<file path="src/rtl/bram_dwc_buffered.sv">
// Narrow-to-wide BRAM data width converter with a one-line read buffer.
// A narrow master word maps to one lane of a wide slave word. Writes go
// straight through to the slave (and patch the buffer on a tag match).
// Reads hit the buffered slave line or trigger a single-line fill.
//
// state   | meaning
// --------+---------------------------------------------------------------
// IDLE    | ready; accepts writes, read hits and read misses
// RD_WAIT | slave read in flight, down-counting the slave read latency
// RESP    | fill data presented to master this cycle; still accepts requests
module bram_dwc_buffered #(
    parameter int ADDR_BITW     = 32,
    parameter int MST_DATA_BITW = 32,
    parameter int SLV_DATA_BITW = 96,
    parameter int SLV_RD_LAT    = 1
) (
    input  logic                         Clk_CI,
    input  logic                         Rst_RI,
    input  logic                         FlushBuf_SI,
    input  logic                         MstEn_SI,
    input  logic [ADDR_BITW-1:0]         MstAddr_SI,
    input  logic [MST_DATA_BITW-1:0]     MstWr_DI,
    input  logic [MST_DATA_BITW/8-1:0]   MstWrEn_SI,
    output logic                         MstRdy_SO,
    output logic [MST_DATA_BITW-1:0]     MstRd_DO,
    output logic                         MstRdValid_SO,
    output logic                         SlvEn_SO,
    output logic [ADDR_BITW-1:0]         SlvAddr_SO,
    output logic [SLV_DATA_BITW-1:0]     SlvWr_DO,
    output logic [SLV_DATA_BITW/8-1:0]   SlvWrEn_SO,
    input  logic [SLV_DATA_BITW-1:0]     SlvRd_DI
);

    localparam int N         = SLV_DATA_BITW / MST_DATA_BITW;
    localparam int MST_BYTES = MST_DATA_BITW / 8;
    localparam int SLV_BYTES = SLV_DATA_BITW / 8;
    localparam int LANE_W    = (N > 1) ? $clog2(N) : 1;
    localparam int CNT_W     = 3;

    typedef enum logic [1:0] {IDLE, RD_WAIT, RESP} state_t;

    state_t                     state_q, state_d;
    logic [CNT_W-1:0]           cnt_q;

    logic [ADDR_BITW-1:0]       mw, sw, sw_addr;
    logic [LANE_W-1:0]          lane;
    logic                       accept, is_wr, hit;
    logic                       rd_hit, rd_miss, wr_acc, fill_done;

    logic                       buf_valid_q;
    logic [ADDR_BITW-1:0]       tag_q;
    logic [SLV_DATA_BITW-1:0]   buf_q;
    logic [ADDR_BITW-1:0]       pend_sw_q;
    logic [LANE_W-1:0]          pend_lane_q;
    logic                       flush_pend_q;

    logic [SLV_BYTES-1:0]       wr_be;
    logic [SLV_DATA_BITW-1:0]   wr_mask, wr_repl;

    // Only a read in flight blocks the master; RESP can accept the next request.
    assign MstRdy_SO = (state_q != RD_WAIT);

    // Address decode, hit detection and write lane steering.
    always_comb begin
        mw        = MstAddr_SI / ADDR_BITW'(MST_BYTES);
        sw        = mw / ADDR_BITW'(N);
        lane      = LANE_W'(mw % ADDR_BITW'(N));
        sw_addr   = sw * ADDR_BITW'(SLV_BYTES);
        accept    = MstEn_SI & MstRdy_SO;
        is_wr     = |MstWrEn_SI;
        // A flush arriving with a read must not let it use the stale line.
        hit       = buf_valid_q & (tag_q == sw) & ~FlushBuf_SI;
        rd_hit    = accept & ~is_wr & hit;
        rd_miss   = accept & ~is_wr & ~hit;
        wr_acc    = accept & is_wr;
        fill_done = (state_q == RD_WAIT) && (cnt_q == '0);
        wr_be     = SLV_BYTES'(MstWrEn_SI) << (int'(lane) * MST_BYTES);
        wr_repl   = {N{MstWr_DI}};
        wr_mask   = '0;
        for (int b = 0; b < SLV_BYTES; b++) begin
            wr_mask[b*8 +: 8] = {8{wr_be[b]}};
        end
    end

    // State register.
    always_ff @(posedge Clk_CI or posedge Rst_RI) begin
        if (Rst_RI) state_q <= IDLE;
        else        state_q <= state_d;
    end

    // Next-state logic.
    always_comb begin
        state_d = state_q;
        case (state_q)
            IDLE, RESP: state_d = rd_miss ? RD_WAIT : IDLE;
            RD_WAIT:    if (fill_done) state_d = RESP;
            default:    state_d = IDLE;
        endcase
    end

    // Slave read latency down-counter, loaded when a miss is accepted.
    always_ff @(posedge Clk_CI or posedge Rst_RI) begin
        if (Rst_RI) begin
            cnt_q <= '0;
        end else if (rd_miss) begin
            cnt_q <= CNT_W'(SLV_RD_LAT);
        end else if (state_q == RD_WAIT && cnt_q != '0) begin
            cnt_q <= cnt_q - CNT_W'(1);
        end
    end

    // Read buffer line, tag, valid bit and pending-miss bookkeeping.
    always_ff @(posedge Clk_CI or posedge Rst_RI) begin
        if (Rst_RI) begin
            buf_valid_q  <= 1'b0;
            tag_q        <= '0;
            buf_q        <= '0;
            pend_sw_q    <= '0;
            pend_lane_q  <= '0;
            flush_pend_q <= 1'b0;
        end else begin
            if (rd_miss) begin
                pend_sw_q    <= sw;
                pend_lane_q  <= lane;
                flush_pend_q <= 1'b0;
            end else if (state_q == RD_WAIT && FlushBuf_SI) begin
                flush_pend_q <= 1'b1;
            end

            if (fill_done) begin
                buf_q       <= SlvRd_DI;
                tag_q       <= pend_sw_q;
                // A flush seen during the fill still answers the master but
                // must not leave the line marked usable.
                buf_valid_q <= ~(flush_pend_q | FlushBuf_SI);
            end else begin
                if (wr_acc && buf_valid_q && tag_q == sw) begin
                    buf_q <= (buf_q & ~wr_mask) | (wr_repl & wr_mask);
                end
                if (FlushBuf_SI) buf_valid_q <= 1'b0;
            end
        end
    end

    // Registered slave request and master response outputs.
    always_ff @(posedge Clk_CI or posedge Rst_RI) begin
        if (Rst_RI) begin
            SlvEn_SO      <= 1'b0;
            SlvAddr_SO    <= '0;
            SlvWr_DO      <= '0;
            SlvWrEn_SO    <= '0;
            MstRd_DO      <= '0;
            MstRdValid_SO <= 1'b0;
        end else begin
            SlvEn_SO      <= 1'b0;
            SlvWrEn_SO    <= '0;
            MstRdValid_SO <= 1'b0;
            if (wr_acc) begin
                SlvEn_SO   <= 1'b1;
                SlvAddr_SO <= sw_addr;
                SlvWrEn_SO <= wr_be;
                SlvWr_DO   <= wr_repl;
            end
            if (rd_miss) begin
                SlvEn_SO   <= 1'b1;
                SlvAddr_SO <= sw_addr;
            end
            if (rd_hit) begin
                MstRd_DO      <= buf_q[int'(lane)*MST_DATA_BITW +: MST_DATA_BITW];
                MstRdValid_SO <= 1'b1;
            end
            if (fill_done) begin
                MstRd_DO      <= SlvRd_DI[int'(pend_lane_q)*MST_DATA_BITW +: MST_DATA_BITW];
                MstRdValid_SO <= 1'b1;
            end
        end
    end

endmodule

</file>
<file path="config.mk">
export PLATFORM = sky130hd
export DESIGN_NAME = bram_dwc_buffered
export DESIGN_NICKNAME = d
export VERILOG_FILES = /design/src/rtl/bram_dwc_buffered.sv
export SDC_FILE = /design/constraint.sdc
export NUM_CORES = 1
export LEC_CHECK = 0
export ABC_AREA = 1
export BUFFER_PORTS_ARGS = -buffer_cell sky130_fd_sc_hd__buf_2
export CAP_MARGIN = 20
export CORE_MARGIN = 2
export CORE_UTILIZATION = 45
export DETAILED_ROUTE_END_ITERATION = 10
export PLACE_DENSITY = 0.67
export SLEW_MARGIN = 20
export SYNTH_ARGS = -nofsm -noshare
export SYNTH_HDL_FRONTEND = slang
export SYNTH_SLANG_ARGS = --single-unit
</file>
<file path="constraint.sdc">
create_clock -name Clk_CI -period 9.5 [get_ports Clk_CI]
set_input_delay 0.95 -clock Clk_CI [delete_from_list [all_inputs] [get_ports Clk_CI]]
set_output_delay 0.95 -clock Clk_CI [all_outputs]
set_load 0.03 [all_outputs]
</file>
**Yosys cells after proc, flatten, opt, wreduce, memory -nomap -nowiden**

Index checks and enable logic that the tools add are counted.
Widths: inputs -> output; s select.

- $add $sub $neg: 1
- Multiply operators: 1
- Divide/modulo/power cells: 2
- Equality and inequality tests: 5
- Shifts and indexed selects: 3
- Multiplexer cells: 20
- Bitwise gates (word level): 16
- Reductions and logical operators: 16

Operator list:

| operator | number |
|---|---|
| $and 96x96->96 | 2 |
| $mux 96 | 2 |
| $shiftx 96x8->32 | 2 |
| $mux 32 | 4 |
| $not 96->96 | 1 |
| $or 96x96->96 | 1 |
| $div 30x2->32 const B | 1 |
| $eq 32x32->1 | 1 |
| $mod 30x2->32 const B | 1 |
| $mul 32x2->30 const B | 1 |
| $mux 12 | 1 |
| $reduce_bool 2->1 | 6 |
| $shl 4x4->12 | 1 |
| $mux 1 | 9 |
| $and 1x1->1 | 7 |
| $mux 3 | 2 |
| $logic_and 1x1->1 | 5 |
| $not 1->1 | 4 |
| $pmux 2 s2 | 1 |
| $reduce_or 4->1 | 1 |
| $logic_not 3->1 | 1 |
| $reduce_bool 3->1 | 1 |
| $sub 3x1->3 const B | 1 |
| $eq 2x1->1 const B | 1 |
| other kinds (7) | 7 |

- Register bits: 343

**Longest topological paths before layout**

- Depth in word-level cells: 8
- Depth in mapped cells: 107

**Worst setup path before layout**

OpenSTA, ideal clock, no wires.

- Path kind: input port to flip-flop
- Start point: in MstAddr_SI[31]
- End point: reg SlvAddr_SO[31]
- Data arrival time: 11.476 ns
- Setup slack: -2.042 ns
- Cell stages on the path: 106
- Path buffers: 0
- Path through: inv_1 -> nand3_1 -> nand2_2 -> nand2_2 -> nand3_2 -> nand2_2 -> nand2_1 -> nand3_1 -> nand2_2 -> nand2_2 -> nand3_2 -> nand3_1 -> nand3_1 -> nand2_2 -> nand2_2 -> nand3_2 -> nand3_1 -> nand3_1 -> (+70 left out) -> a21oi_1 -> o21bai_1 -> a21oi_1 -> o21bai_1 -> a21oi_1 -> o21bai_1 -> nand2_1 -> nand2_1 -> nand3_1 -> nand2_1 -> nand3_1 -> nand2_1 -> a21oi_1 -> nor2_1 -> nor2_1 -> xor2_1 -> nand2_1 -> nand2_1

- Word-level cells in the longest chain between the ends: 7
- Elaborated cells on any way between the ends: 10
- Classes of those cells: 1 x mul; 1 x div; 1 x eq/ne; 2 x mux; 4 x bitwise; 1 x reduce/logical

RTL lines:

| item | line | source |
|---|---|---|
| start: declaration | 21 | `input logic [ADDR_BITW-1:0] MstAddr_SI,` |
| $div 30x2->32 (*) | 66 | `sw = mw / ADDR_BITW'(N);` |
| net sw[27] | 45 | `logic [ADDR_BITW-1:0] mw, sw, sw_addr;` |
| parallel branches: the longest is 6 deep, another holds $mul 32x2->30 | n/a |  |
| end signal: assignment | 160 | `SlvAddr_SO <= sw_addr;` |
| end signal: assignment | 166 | `SlvAddr_SO <= sw_addr;` |
| end: declaration | 28 | `output logic [ADDR_BITW-1:0] SlvAddr_SO,` |

Mark *: on every way through the listed nets, which the timed path passes. The select of a mux whose other input is x is not followed.
A chain may end at the register's enable or synchronous reset.

**Worst setup path in the final report**

- Start point: in MstAddr_SI[30]
- End point: reg SlvAddr_SO[31]

Same word-level chain as after synthesis.

==> impl_summary.md <==
Drt
The via count normalized by instance count is 5.183. The first TritonRoute pass finished after 5 iterations. In this run the remaining antenna-violating nets after routing total 0. After detailed routing, the average wire length per cell comes to approximately 16 um. Detailed routing inserted a total of 17880 vias.

The initial detailed-routing violation count is 1040. The overall routed net length is around 55000 um. For this run, design rule violations remaining after detail routing come to 0.

Floorplanning
The initial standard-cell utilization of the core is between 40% and 50%. The die is between 150 and 200 um wide. The die is ~200 um tall. The number of ports placed on the die boundary is approximately 340. The die area is between 30000 and 40000 um^2. The total core area is 37670 um^2. The floorplan has 71 rows.

GRT
The via count of the first global-routing pass is between 15000 and 20000. The number of antenna violations at the first check in global routing came to 3. The first global-routing pass estimated 86190 um of wire. Entering global routing, the biggest net connects 160 pins. The residual overflow from global routing is 0. For this run, the total global-route usage over all layers was measured as roughly a quarter.

Place
Detailed placement finished with a half-perimeter wire length of around 37000 um. Routability-driven placement finished with a final weighted congestion of a little under 0.9. Before CTS, the worst setup slack after placement is -2.720 ns. The total placed cells including tap cells is between 3000 and 4000. The count of input and output buffers is around 340.

Timing
The number of pins with negative max-slew slack in the final report came to 0. Setup repair after global routing could not meet its margin everywhere. The total count of hold-check failures in the final report is 0. The achievable frequency is 0.08753 GHz. At the pin with the least slew margin, the transition time is roughly 1.0 ns. The final sum of negative setup slack is -20.55 ns. The final-layout worst hold slack is 0.4437 ns. The total of endpoints with negative setup slack in the final report is 29. In this run the tightest slew margin relative to its limit is approximately a third. After layout, the worst setup slack is -1.925 ns.

Across the routed clock network, the largest skew measured is between 0.01 and 0.015 ns. The fraction of the cycle the final worst path needs is 120.3%. The routed design could run at a clock period as short as 11.43 ns.

Synthesis
By area the synthesized netlist is led by sky130_fd_sc_hd__dfrtp_1, sky130_fd_sc_hd__nand2_1, sky130_fd_sc_hd__nand3_1. The area of the mapped netlist is about 17000 um^2. The cell type with the highest aggregate area in the netlist is sky130_fd_sc_hd__dfrtp_1. The fraction of synthesis flops using an asynchronous set or reset pin is between 90% and 100%. In the synthesized netlist, the number of instances is roughly 2500.

The cell with the most instances after synthesis is sky130_fd_sc_hd__nand2_1. Synthesis instantiated 47 different standard cells from the library. In this run, synthesis inferred 0 flip-flops with an integrated enable. The share of the Yosys chip area taken by registers is 39.41%.

Yosys printed 0 warnings. The number of flip-flops and latches in the synthesized netlist is between 200 and 300. The commonest cells after synthesis are sky130_fd_sc_hd__nand2_1, sky130_fd_sc_hd__dfrtp_1, sky130_fd_sc_hd__nand3_1. The prevailing post-synth register cell is sky130_fd_sc_hd__dfrtp_1. Of the post-synthesis cell area, the dominant cell type holds 39.41%. The average cell area after synthesis is between 6 and 7 um^2.

Clocking
The tree built by TritonCTS fans out to ~270 sinks. TritonCTS built the clock tree. The number of CTS-inserted buffers is 31. CTS placed an instance of sky130_fd_sc_hd__clkbuf_16 at the clock tree root. The maximum count of clock buffers along a single path is 3. After clock tree synthesis, the flow added hold-fix buffers numbering 0. The clock-pin slew on the worst setup and hold paths is about 0.060 ns. For the worst-skew pair, the clock arrives at the later sink with an insertion delay of 0.58 ns. In this run the number of H-tree levels came out at 1.

Setup path
At the worst endpoint, the required time is around 10 ns. The cell that appears most often on the critical path is sky130_fd_sc_hd__nand2_2. The buffers plus inverters on the worst setup path is 11. For this run, the slowest stage of the critical path takes approximately 0.34 ns. Among cell families on the critical path, the largest total delay comes from simple AND/OR/NAND/NOR gates. The critical path is of the input port to flop type. The worst setup path is captured at a flop. The nature of the critical path startpoint is an input port. Of all nets on the critical path, the largest fanout is 5. The data arrival at the endpoint of the critical path is ~12 ns. For this design, the slowest cell found on the critical path is sky130_fd_sc_hd__fa_2.

Worst hold path
The path type of the worst min-delay path is flop to flop.

Final layout
The post-route core utilization is about three fifths. The final net count is 3114. The finished layout holds between 3000 and 4000 standard cells, fillers aside.

The fill cell total of the finished layout is ~3500. Of the cells placed in the final design, the portion with a size suffix greater than 1 is 31.02%. The post-synthesis to final-layout area growth is 33.19%.

Status
The flow ran to the end, but the final reports show violations. The checks that failed: setup timing.

Power
In this run the static leakage power is 12.63 nW. Across the VDD grid, the largest voltage drop is roughly 0.00021 V. The total power density per cell area is between 300 and 400 nW/um^2.

Run
The tool flagged a number of max-cap violations equal to 0.
-- stage by stage --
step	power [mW]	instance area [um^2]
floorplan	4.159	17500
global placement	5.107	20340
detailed placement	5.180	20340
CTS	6.785	22190
global route	7.538	22920
finish	7.041	22920
-- cell families (layout without fill, tap and decap cells) --
kind of cell             after synthesis  count (layout)  synth area share [%]
AO/OA/AOI/OAI                        246             246                 8.370
adder cells (fa/ha/maj)               33              33                 2.443
AND/OR/NAND/NOR                     1589            1590                 38.37
flip-flops                           271             271                 39.41
buffers and inverters                310             743                 8.581
other                                  1               3               0.02179
XOR/XNOR                              44              44                 2.283
multiplexers                           8               8                0.5236
-- path summary, 6_finish.rpt --
kind	cells past startpoint	endpoint	slack, ns	start
min	1	buf_valid_q$_DFFE_PP0P_	0.44	flush_pend_q$_DFFE_PP0P_
min reg2reg	1	buf_valid_q$_DFFE_PP0P_	0.44	flush_pend_q$_DFFE_PP0P_
max reg2reg	24	flop	4.44	tag_q[28]$_DFFE_PP0P_
min in group asynchronous	2	SlvAddr_SO[4]$_DFFE_PP0P_	0.48	Rst_RI
max	101	SlvAddr_SO[31]$_DFFE_PP0P_	-1.93	MstAddr_SI[30]
max in group asynchronous	3	MstRd_DO[5]$_DFFE_PP0P_	7.63	Rst_RI
-- metal layers --
metal  up-vias  GRT usage [%]  wire (um)
met2       594          47.47      27330
met4         4          8.066       1350
met3       113          3.342       3528
met1      8434          33.32      22560
met5         -              0         22
li1       8732              -          -
-- cell usage in the layout, fill, tap and decap left out, types with 29 or more instances in the layout --
master and instances:
sky130_fd_sc_hd__nand2_4 32, sky130_fd_sc_hd__a21oi_1 60, sky130_fd_sc_hd__ha_1 29, sky130_fd_sc_hd__inv_1 118, sky130_fd_sc_hd__clkbuf_16 34, sky130_fd_sc_hd__nand3_2 35
sky130_fd_sc_hd__o21ai_2 29, sky130_fd_sc_hd__nor2_1 181, sky130_fd_sc_hd__nand2_1 983, sky130_fd_sc_hd__buf_2 335, sky130_fd_sc_hd__xor2_1 33, sky130_fd_sc_hd__o21ai_0 65
sky130_fd_sc_hd__a211oi_1 34, sky130_fd_sc_hd__buf_4 163, sky130_fd_sc_hd__nor3_1 42, sky130_fd_sc_hd__dfrtp_1 271, sky130_fd_sc_hd__nand3_1 160, sky130_fd_sc_hd__nand2_2 102
-- report_power, final --
part           internal, mW  switching (mW)
clock network         0.872           0.508
registers              1.57           0.233
logic                  1.44            2.42
total                  3.88            3.16
-- area by class of cell --
class,count,area (um^2),share of cell area [%]
Antenna cell,1,2.502,0.01092
Clock buffer,40,849.6,3.707
Clock inverter,17,316.6,1.381
Inverter,135,544.3,2.375
Multi-Input combinational cell,1923,10050,43.87
Sequential cell,271,6782,29.59
Tap cell,511,639.4,2.790
Timing Repair Buffer,551,3730,16.28
-- what timing repair did --
action	CTS	global route
endpoints found under the hold margin	0	0
resized for setup	109	136
endpoints found under the setup margin	86	208
pin swaps	62	67
cloned	0	4
buffers inserted	34	22
-- worst reg2reg max path: stages, from the launching register on --
cell	delay (ns)
sky130_fd_sc_hd__dfrtp_1	0.36
sky130_fd_sc_hd__inv_1	0.07
sky130_fd_sc_hd__o21ai_0	0.08
sky130_fd_sc_hd__a21oi_1	0.20
sky130_fd_sc_hd__o2111ai_1	0.13
sky130_fd_sc_hd__a211oi_1	0.26
sky130_fd_sc_hd__o2111ai_1	0.14
sky130_fd_sc_hd__a21oi_1	0.20
sky130_fd_sc_hd__nand4_1	0.11
sky130_fd_sc_hd__or4_1	0.50
sky130_fd_sc_hd__nor3_1	0.20
sky130_fd_sc_hd__nand2_1	0.07
sky130_fd_sc_hd__or4_1	0.41
sky130_fd_sc_hd__or4_1	0.42
sky130_fd_sc_hd__nor4_1	0.41
sky130_fd_sc_hd__nand4_1	0.17
sky130_fd_sc_hd__nor3_2	0.23
sky130_fd_sc_hd__buf_4	0.15
sky130_fd_sc_hd__nand2_2	0.06
sky130_fd_sc_hd__nor2_4	0.17
sky130_fd_sc_hd__clkbuf_16	0.21
sky130_fd_sc_hd__nand2_2	0.12
sky130_fd_sc_hd__buf_12	0.16
sky130_fd_sc_hd__nand3_1	0.06
sky130_fd_sc_hd__nand2_1	0.07
(Power assumes the default switching activity.)
